`src/rtl/cpu_types_pkg.sv`:
```
// Shared data-cache types: address fields, cache frame layout and controller states.
// DCACHE_HITCNT_EN adds the HITCNT state used to write the hit count out at flush.
package cpu_types_pkg;

    localparam int DC_SETS = 8;
    localparam int DC_WAYS = 2;

    typedef struct packed {
        logic [25:0] tag;
        logic [2:0]  idx;
        logic        blkoff;
        logic [1:0]  bytoff;
    } dcachef_t;

    typedef struct packed {
        logic             valid;
        logic             dirty;
        logic [25:0]      tag;
        logic [1:0][31:0] data;
    } dframe_t;

    typedef enum logic [3:0] {
        IDLE,
        WB1,
        WB2,
        FETCH1,
        FETCH2,
        FLUSH1,
        FLUSH2,
`ifdef DCACHE_HITCNT_EN
        HITCNT,
`endif
        DONE
    } dstate_t;

    function automatic logic [31:0] word_addr(input logic [25:0] tag,
                                              input logic [2:0]  idx,
                                              input logic        off);
        return {tag, idx, off, 2'b00};
    endfunction

endpackage

```
`src/rtl/dcache_array.sv`:
```
// 8-set x 2-way frame storage with one LRU bit per set.
// Reads are combinational on idx; frame and LRU writes land on the rising edge.
module dcache_array
    import cpu_types_pkg::*;
(
    input  logic    CLK,
    input  logic    nRST,
    input  logic [2:0] idx,
    output dframe_t frame0,
    output dframe_t frame1,
    output logic    lru,
    input  logic    wr_en,
    input  logic    wr_way,
    input  dframe_t wr_frame,
    input  logic    lru_en,
    input  logic    lru_val
);

    dframe_t            frames [DC_SETS][DC_WAYS];
    logic [DC_SETS-1:0] lru_bits;

    assign frame0 = frames[idx][0];
    assign frame1 = frames[idx][1];
    assign lru    = lru_bits[idx];

    always_ff @(posedge CLK or posedge nRST) begin
        if (nRST) begin
            for (int s = 0; s < DC_SETS; s++) begin
                for (int w = 0; w < DC_WAYS; w++) begin
                    frames[s][w] <= '0;
                end
            end
            lru_bits <= '0;
        end else begin
            if (wr_en) begin
                frames[idx][wr_way] <= wr_frame;
            end
            if (lru_en) begin
                lru_bits[idx] <= lru_val;
            end
        end
    end

endmodule

```
`src/rtl/dcache_controller.sv`:
```
// 2-way write-back, write-allocate data cache controller with halt-triggered flush.
// Define DCACHE_HITCNT_EN to count hit cycles and write the count to HITCNT_ADDR after flush.
module dcache_controller
    import cpu_types_pkg::*;
#(
    parameter logic [31:0] HITCNT_ADDR = 32'h00003100
) (
    input  logic        CLK,
    input  logic        nRST,
    input  logic        halt,
    input  logic        dmemREN,
    input  logic        dmemWEN,
    input  logic [31:0] dmemaddr,
    input  logic [31:0] dmemstore,
    output logic [31:0] dmemload,
    output logic        dhit,
    output logic        flushed,
    output logic        dREN,
    output logic        dWEN,
    output logic [31:0] daddr,
    output logic [31:0] dstore,
    input  logic [31:0] dload,
    input  logic        dwait
);

    dstate_t     state, next_state;
    dcachef_t    addr;
    dframe_t     frame0, frame1, sel_frame, hit_frame, wr_frame;
    logic        lru, victim, next_victim, sel_way, flushing;
    logic        hit0, hit1, req, flush_step;
    logic        wr_en, wr_way, lru_en, lru_val;
    logic [3:0]  flush_cnt, next_flush_cnt;
    logic [31:0] fetch_word, next_fetch_word;
    logic [2:0]  idx;
    logic        unused_bytoff;

    assign addr          = dmemaddr;
    assign unused_bytoff = ^addr.bytoff;
    assign flushing      = (state == FLUSH1) || (state == FLUSH2);
    assign idx           = flushing ? flush_cnt[3:1] : addr.idx;
    assign sel_way       = flushing ? flush_cnt[0] : victim;
    assign sel_frame     = sel_way ? frame1 : frame0;
    assign req           = dmemREN | dmemWEN;
    assign hit0          = frame0.valid && (frame0.tag == addr.tag);
    assign hit1          = frame1.valid && (frame1.tag == addr.tag);
    assign hit_frame     = hit0 ? frame0 : frame1;

    dcache_array u_array (
        .CLK      (CLK),
        .nRST     (nRST),
        .idx      (idx),
        .frame0   (frame0),
        .frame1   (frame1),
        .lru      (lru),
        .wr_en    (wr_en),
        .wr_way   (wr_way),
        .wr_frame (wr_frame),
        .lru_en   (lru_en),
        .lru_val  (lru_val)
    );

`ifdef DCACHE_HITCNT_EN
    logic [31:0] hit_count;

    always_ff @(posedge CLK or posedge nRST) begin
        if (nRST) begin
            hit_count <= '0;
        end else if (dhit && (hit_count != 32'hFFFF_FFFF)) begin
            hit_count <= hit_count + 32'd1;
        end
    end
`else
    logic [31:0] unused_hitcnt_addr;
    assign unused_hitcnt_addr = HITCNT_ADDR;
`endif

    always_ff @(posedge CLK or posedge nRST) begin
        if (nRST) begin
            state      <= IDLE;
            victim     <= 1'b0;
            flush_cnt  <= '0;
            fetch_word <= '0;
        end else begin
            state      <= next_state;
            victim     <= next_victim;
            flush_cnt  <= next_flush_cnt;
            fetch_word <= next_fetch_word;
        end
    end

    always_comb begin
        next_state      = state;
        next_victim     = victim;
        next_flush_cnt  = flush_cnt;
        next_fetch_word = fetch_word;
        dhit            = 1'b0;
        dmemload        = '0;
        dREN            = 1'b0;
        dWEN            = 1'b0;
        daddr           = '0;
        dstore          = '0;
        flushed         = 1'b0;
        wr_en           = 1'b0;
        wr_way          = sel_way;
        wr_frame        = sel_frame;
        lru_en          = 1'b0;
        lru_val         = lru;
        flush_step      = 1'b0;

        case (state)
            IDLE: begin
                // A hit completes even in the cycle halt arrives; a miss defers to the flush.
                if (req && (hit0 || hit1)) begin
                    dhit     = 1'b1;
                    dmemload = hit_frame.data[addr.blkoff];
                    lru_en   = 1'b1;
                    lru_val  = hit0;
                    if (dmemWEN) begin
                        wr_en    = 1'b1;
                        wr_way   = ~hit0;
                        wr_frame = hit_frame;
                        wr_frame.dirty = 1'b1;
                        wr_frame.data[addr.blkoff] = dmemstore;
                    end
                end
                if (halt) begin
                    next_state     = FLUSH1;
                    next_flush_cnt = '0;
                end else if (req && !(hit0 || hit1)) begin
                    next_victim = lru;
                    if (lru ? (frame1.valid && frame1.dirty) : (frame0.valid && frame0.dirty)) begin
                        next_state = WB1;
                    end else begin
                        next_state = FETCH1;
                    end
                end
            end
            WB1: begin
                dWEN   = 1'b1;
                daddr  = word_addr(sel_frame.tag, addr.idx, 1'b0);
                dstore = sel_frame.data[0];
                if (!dwait) next_state = WB2;
            end
            WB2: begin
                dWEN   = 1'b1;
                daddr  = word_addr(sel_frame.tag, addr.idx, 1'b1);
                dstore = sel_frame.data[1];
                if (!dwait) next_state = FETCH1;
            end
            FETCH1: begin
                dREN  = 1'b1;
                daddr = word_addr(addr.tag, addr.idx, 1'b0);
                if (!dwait) begin
                    next_fetch_word = dload;
                    next_state      = FETCH2;
                end
            end
            FETCH2: begin
                dREN  = 1'b1;
                daddr = word_addr(addr.tag, addr.idx, 1'b1);
                if (!dwait) begin
                    wr_en      = 1'b1;
                    wr_way     = victim;
                    wr_frame   = '{valid: 1'b1, dirty: 1'b0, tag: addr.tag, data: {dload, fetch_word}};
                    next_state = IDLE;
                end
            end
            FLUSH1: begin
                if (sel_frame.valid && sel_frame.dirty) begin
                    dWEN   = 1'b1;
                    daddr  = word_addr(sel_frame.tag, flush_cnt[3:1], 1'b0);
                    dstore = sel_frame.data[0];
                    if (!dwait) next_state = FLUSH2;
                end else begin
                    flush_step = 1'b1;
                end
            end
            FLUSH2: begin
                dWEN   = 1'b1;
                daddr  = word_addr(sel_frame.tag, flush_cnt[3:1], 1'b1);
                dstore = sel_frame.data[1];
                if (!dwait) flush_step = 1'b1;
            end
`ifdef DCACHE_HITCNT_EN
            HITCNT: begin
                dWEN   = 1'b1;
                daddr  = HITCNT_ADDR;
                dstore = hit_count;
                if (!dwait) next_state = DONE;
            end
`endif
            DONE: begin
                flushed = 1'b1;
            end
            default: begin
                next_state = IDLE;
            end
        endcase

        // Leaving a flush frame always invalidates it, whether or not it was written back.
        if (flush_step) begin
            wr_en          = 1'b1;
            wr_way         = flush_cnt[0];
            wr_frame       = sel_frame;
            wr_frame.valid = 1'b0;
            wr_frame.dirty = 1'b0;
            if (flush_cnt == 4'd15) begin
`ifdef DCACHE_HITCNT_EN
                next_state = HITCNT;
`else
                next_state = DONE;
`endif
            end else begin
                next_flush_cnt = flush_cnt + 4'd1;
                next_state     = FLUSH1;
            end
        end
    end

endmodule

```
`config.mk`:
```
export PLATFORM = sky130hd
export DESIGN_NAME = dcache_controller
export DESIGN_NICKNAME = d
export VERILOG_FILES = /design/src/rtl/cpu_types_pkg.sv /design/src/rtl/dcache_array.sv /design/src/rtl/dcache_controller.sv
export SDC_FILE = /design/constraint.sdc
export NUM_CORES = 2
export LEC_CHECK = 0
export BUFFER_PORTS_ARGS = -buffer_cell sky130_fd_sc_hd__buf_2
export CORE_ASPECT_RATIO = 0.6
export CORE_MARGIN = 1.5
export CORE_UTILIZATION = 46
export CTS_BUF_LIST = sky130_fd_sc_hd__clkbuf_16
export CTS_CLUSTER_DIAMETER = 40
export DETAILED_ROUTE_END_ITERATION = 7
export PLACE_DENSITY = 0.67
export SLEW_MARGIN = 10
export SYNTH_ARGS = -nofsm -noshare
export SYNTH_HDL_FRONTEND = slang
export SYNTH_SLANG_ARGS = --single-unit
```
`constraint.sdc`:
```
create_clock -name CLK -period 48.5 [get_ports CLK]
set_input_delay 4.85 -clock CLK [delete_from_list [all_inputs] [get_ports CLK]]
set_output_delay 4.85 -clock CLK [all_outputs]
set_load 0.02 [all_outputs]
```
==> summary.md <==
| Metric | Value |
|---|---|
| Hold depth | `1` |
| Peak supply drop | `0.0753 mV` |
| Post-synthesis register bit count | `1,520` |
| Number of enable-type register cells in the synthesized netlist | `0` |
| Placement-stage cell area | `79,100 µm²` |
| Largest net degree at the start of global routing | `181` |
| Routed via count | `55.6k` |
| I/O Pins | `202` |
| Area Overhead vs Synth | `10.6%` |
| Number of cells upsized or downsized after cts | `0` |
| Post-DRT Antenna Nets | `0` |
| Tmin final | `17.43 ns` |
| Total Die Area | `169,000 µm²` |
| Unrepaired setup endpoints after global routing | `false` |
| Total clock buffers created by CTS | `162` |
| Via count normalized by instance count | `6.64` |
| Clock latency reported for the late side of the worst-skew pair | `0.84 ns` |
| Place WS | `31.60 ns` |
| Depth of the CTS H-tree | `4` |
| Worst Setup Path Type | `primary input to output port` |
| Fraction of registers with async set/reset | `100%` |
| Total global routing track utilization | `29.9%` |
| Post-synthesis share of cell area spent on and, or, nand and nor gates | `6.56%` |
| Clock root buffer | `clkbuf_16` |
| Fin. max-slew vios | `0` |
| Launching point of the worst reg2reg path | `state[0]` |
| Average cell area after synthesis | `12.6 µm²` |
| Most common library cell in the layout ignoring fill and taps | `dfrtp_1` |
| Congestion Overflow GR | `0` |
| Sequential cell area fraction in the yosys report | `49.8%` |
| Hold_buf cts | `0` |
| Post-synthesis instance area | `76,400 µm²` |
| # clock sinks | `1,520` |
| Worst EP required | `43.65 ns` |
| Tightest Hold Check Type | `flip-flop to flip-flop` |
| Setup Total Neg Slack | `0 ns` |
| Design area | `84,500 µm²` |
| Layout cell share with drive strength beyond 1 | `36.5%` |
| Endpoint with the worst hold slack | `u_array.frames[1181]` |
| GPL Wtd Cong | `0.942` |
| TritonCTS clock tree | `built` |
| Worst Min Path Start | `u_array.frames[1181]` |
| Endpoint of the worst register-to-register path | `u_array.frames[1288]` |
| Std-Cell Rows | `115` |
| Mux share of post-synthesis cell area | `30.0%` |
| Final setup violating endpoints | `0` |
| First-iteration detailed-routing DRC count | `7,672` |
| Type of element capturing the critical path | `output port` |
| Vias in the first global route | `54.8k` |
| Reg2reg path depth | `17` |
| Share of the clock period used by the worst path | `35.9%` |
| Clock Skew | `0.0602 ns` |
| Port bufs | `197` |
| Yosys warnings | `0` |
| Final Hold Fails | `0` |
| Die Width | `529 µm` |
| Die height | `319 µm` |
| Synth cell types | `92` |
| Placeable core region | `164,000 µm²` |
| Number of iterations in the first detailed-routing pass | `8` |
| Arrival time of data at the critical path endpoint | `12.58 ns` |
| CTS clk-pin slew, worst paths | `0.06 ns` |
| Drt wl/cell | `30.5 µm` |
| Maximum clock insertion buffer count | `3` |
| Xor/xnor cell area share of the yosys netlist | `0.344%` |
| Adder and majority gate portion of the synthesized area | `0.0164%` |
| Max-cap check violation count | `0` |
| Synth Flop Type | `dfrtp_1` |
| Share of the synthesized area in compound gates (AO/OA/AOI/OAI) | `9.71%` |
| Status | `completed` |
| Total Nets Final | `6,121` |
| R2R setup slack | `38.17 ns` |
| Detailed placer's ending HPWL | `144,000 µm` |
| First-pass GRT wire length | `376,000 µm` |
| Instance count of the mapped netlist | `6,076` |
| Sort of element at the start of the critical path | `primary input` |
| Maximum clock frequency | `57.4 MHz` |
| Wirelength, routed | `255,000 µm` |
| Combinational family with the most area after synthesis | `multiplexers` |
| Pleak | `39.2 nW` |
| Initial core utilization | `46.5%` |
| Actual slew at the worst max-slew pin | `1.35 ns` |
| Initial antenna violation count | `12` |
| Post-route DRC | `0` |
| Setup ws final | `31.07 ns` |
| Worst Setup SP | `dmemaddr[3]` |
| Worst-case hold slack | `0.493 ns` |
| Top library cells by usage in the layout, fill and taps aside | `dfrtp_1, mux2_2, nand2_1, mux2i_1, a222oi_1` |
| Maximum fanout count along the critical path | `47` |
| Max_slew headroom | `10.1%` |
| Setup repair bufs after CTS | `0` |
| Power per cell area | `69.3 nW/µm²` |
-- worst max-delay path by stage --
stage | to | slack (ns) | cells past startpoint
final | dmemload[9] | 31.07 | 14
after global routing | dmemload[9] | 31.09 | 14
after CTS | dmemload[9] | 31.57 | 14
after detailed placement | dmemload[9] | 31.60 | 14
after global placement | dmemload[9] | 31.67 | 14
after floorplan | fetch_word[0] | 0.77 | 1
-- report_power, final --
part | leakage (nW) | internal, W | switching, W
Sequential | 20.8 | 0.00168 | 0.000241
Clock | 2.68 | 0.000715 | 0.000555
Combinational | 15.7 | 0.000921 | 0.00174
-- layer usage --
metal  routed length [µm]  up-vias  GRT usage [%]
met5                   19        -              0
li1                     -    22842              -
met4                 7510        4           9.52
met2               109000     3044           43.1
met1               110000    29215           43.4
met3                28300      492           8.07
-- kinds of logic (layout without fill, tap and decap cells) --
| group | Yosys count | in the layout |
|---|---|---|
| AO/OA/AOI/OAI | 985 | 985 |
| XOR/XNOR | 27 | 27 |
| adder cells (fa/ha/maj) | 1 | 1 |
| buffers and inverters | 609 | 673 |
| flip-flops | 1520 | 1520 |
| multiplexers | 1967 | 1967 |
| other | 1 | 6 |
| AND/OR/NAND/NOR | 966 | 966 |
-- synthesized netlist by cell type (all sizes together) (40+ instances only) --
cell	instances	area (µm²)
mux2	1611	18100
dfrtp	1520	38000
nand2	400	1510
buf	296	1570
clkbuf	284	1070
mux2i	263	2630
a222oi	260	2600
a21oi	177	886
nor2	150	573
o21ai	140	712
and3b	131	1150
mux4	93	2090
nand3	82	415
a22oi	75	563
o22ai	51	319
o211ai	46	345
and3	40	250
-- cell type report --
type                       count  area (µm²)
tap                         2223        2780
antenna                        4        10.0
fill                       14046       79900
timing repair buffer         357        2290
multi-input combinational   3948       35800
sequential                  1520       38000
clock buffer                 163        4080
inverter                      29         116
clock inverter               124        1290
-- registers in the layout, summed over array words and instances, names as in the netlist --
signal,flops
u_array.frames,1472
fetch_word,32
u_array.lru_bits,8
flush_cnt,4
state,3
victim,1
-- critical path, stage by stage --
cell	delay (ns)
buf_4	0.31
clkinv_1	0.67
a21oi_1	1.07
o211ai_1	0.66
a211oi_1	0.42
nor4_1	0.15
xor2_1	0.18
a2111oi_1	0.86
and4_4	1.07
buf_4	1.00
mux2i_1	0.37
mux2i_1	0.12
nor2_1	0.50
buf_2	0.28
-- metrics by stage --
stage | total power [W] | instances | utilization [%]
after CTS | 0.00578 | 8362 | 51.4
after detailed placement | 0.00451 | 8075 | 48.1
final | 0.00585 | 8368 | 51.4
after global routing | 0.00608 | 8367 | 51.4
after floorplan | 0.00356 | 6077 | -
after global placement | 0.00442 | 8075 | 48.1
No activity file was read; power rests on OpenSTA's default activity.
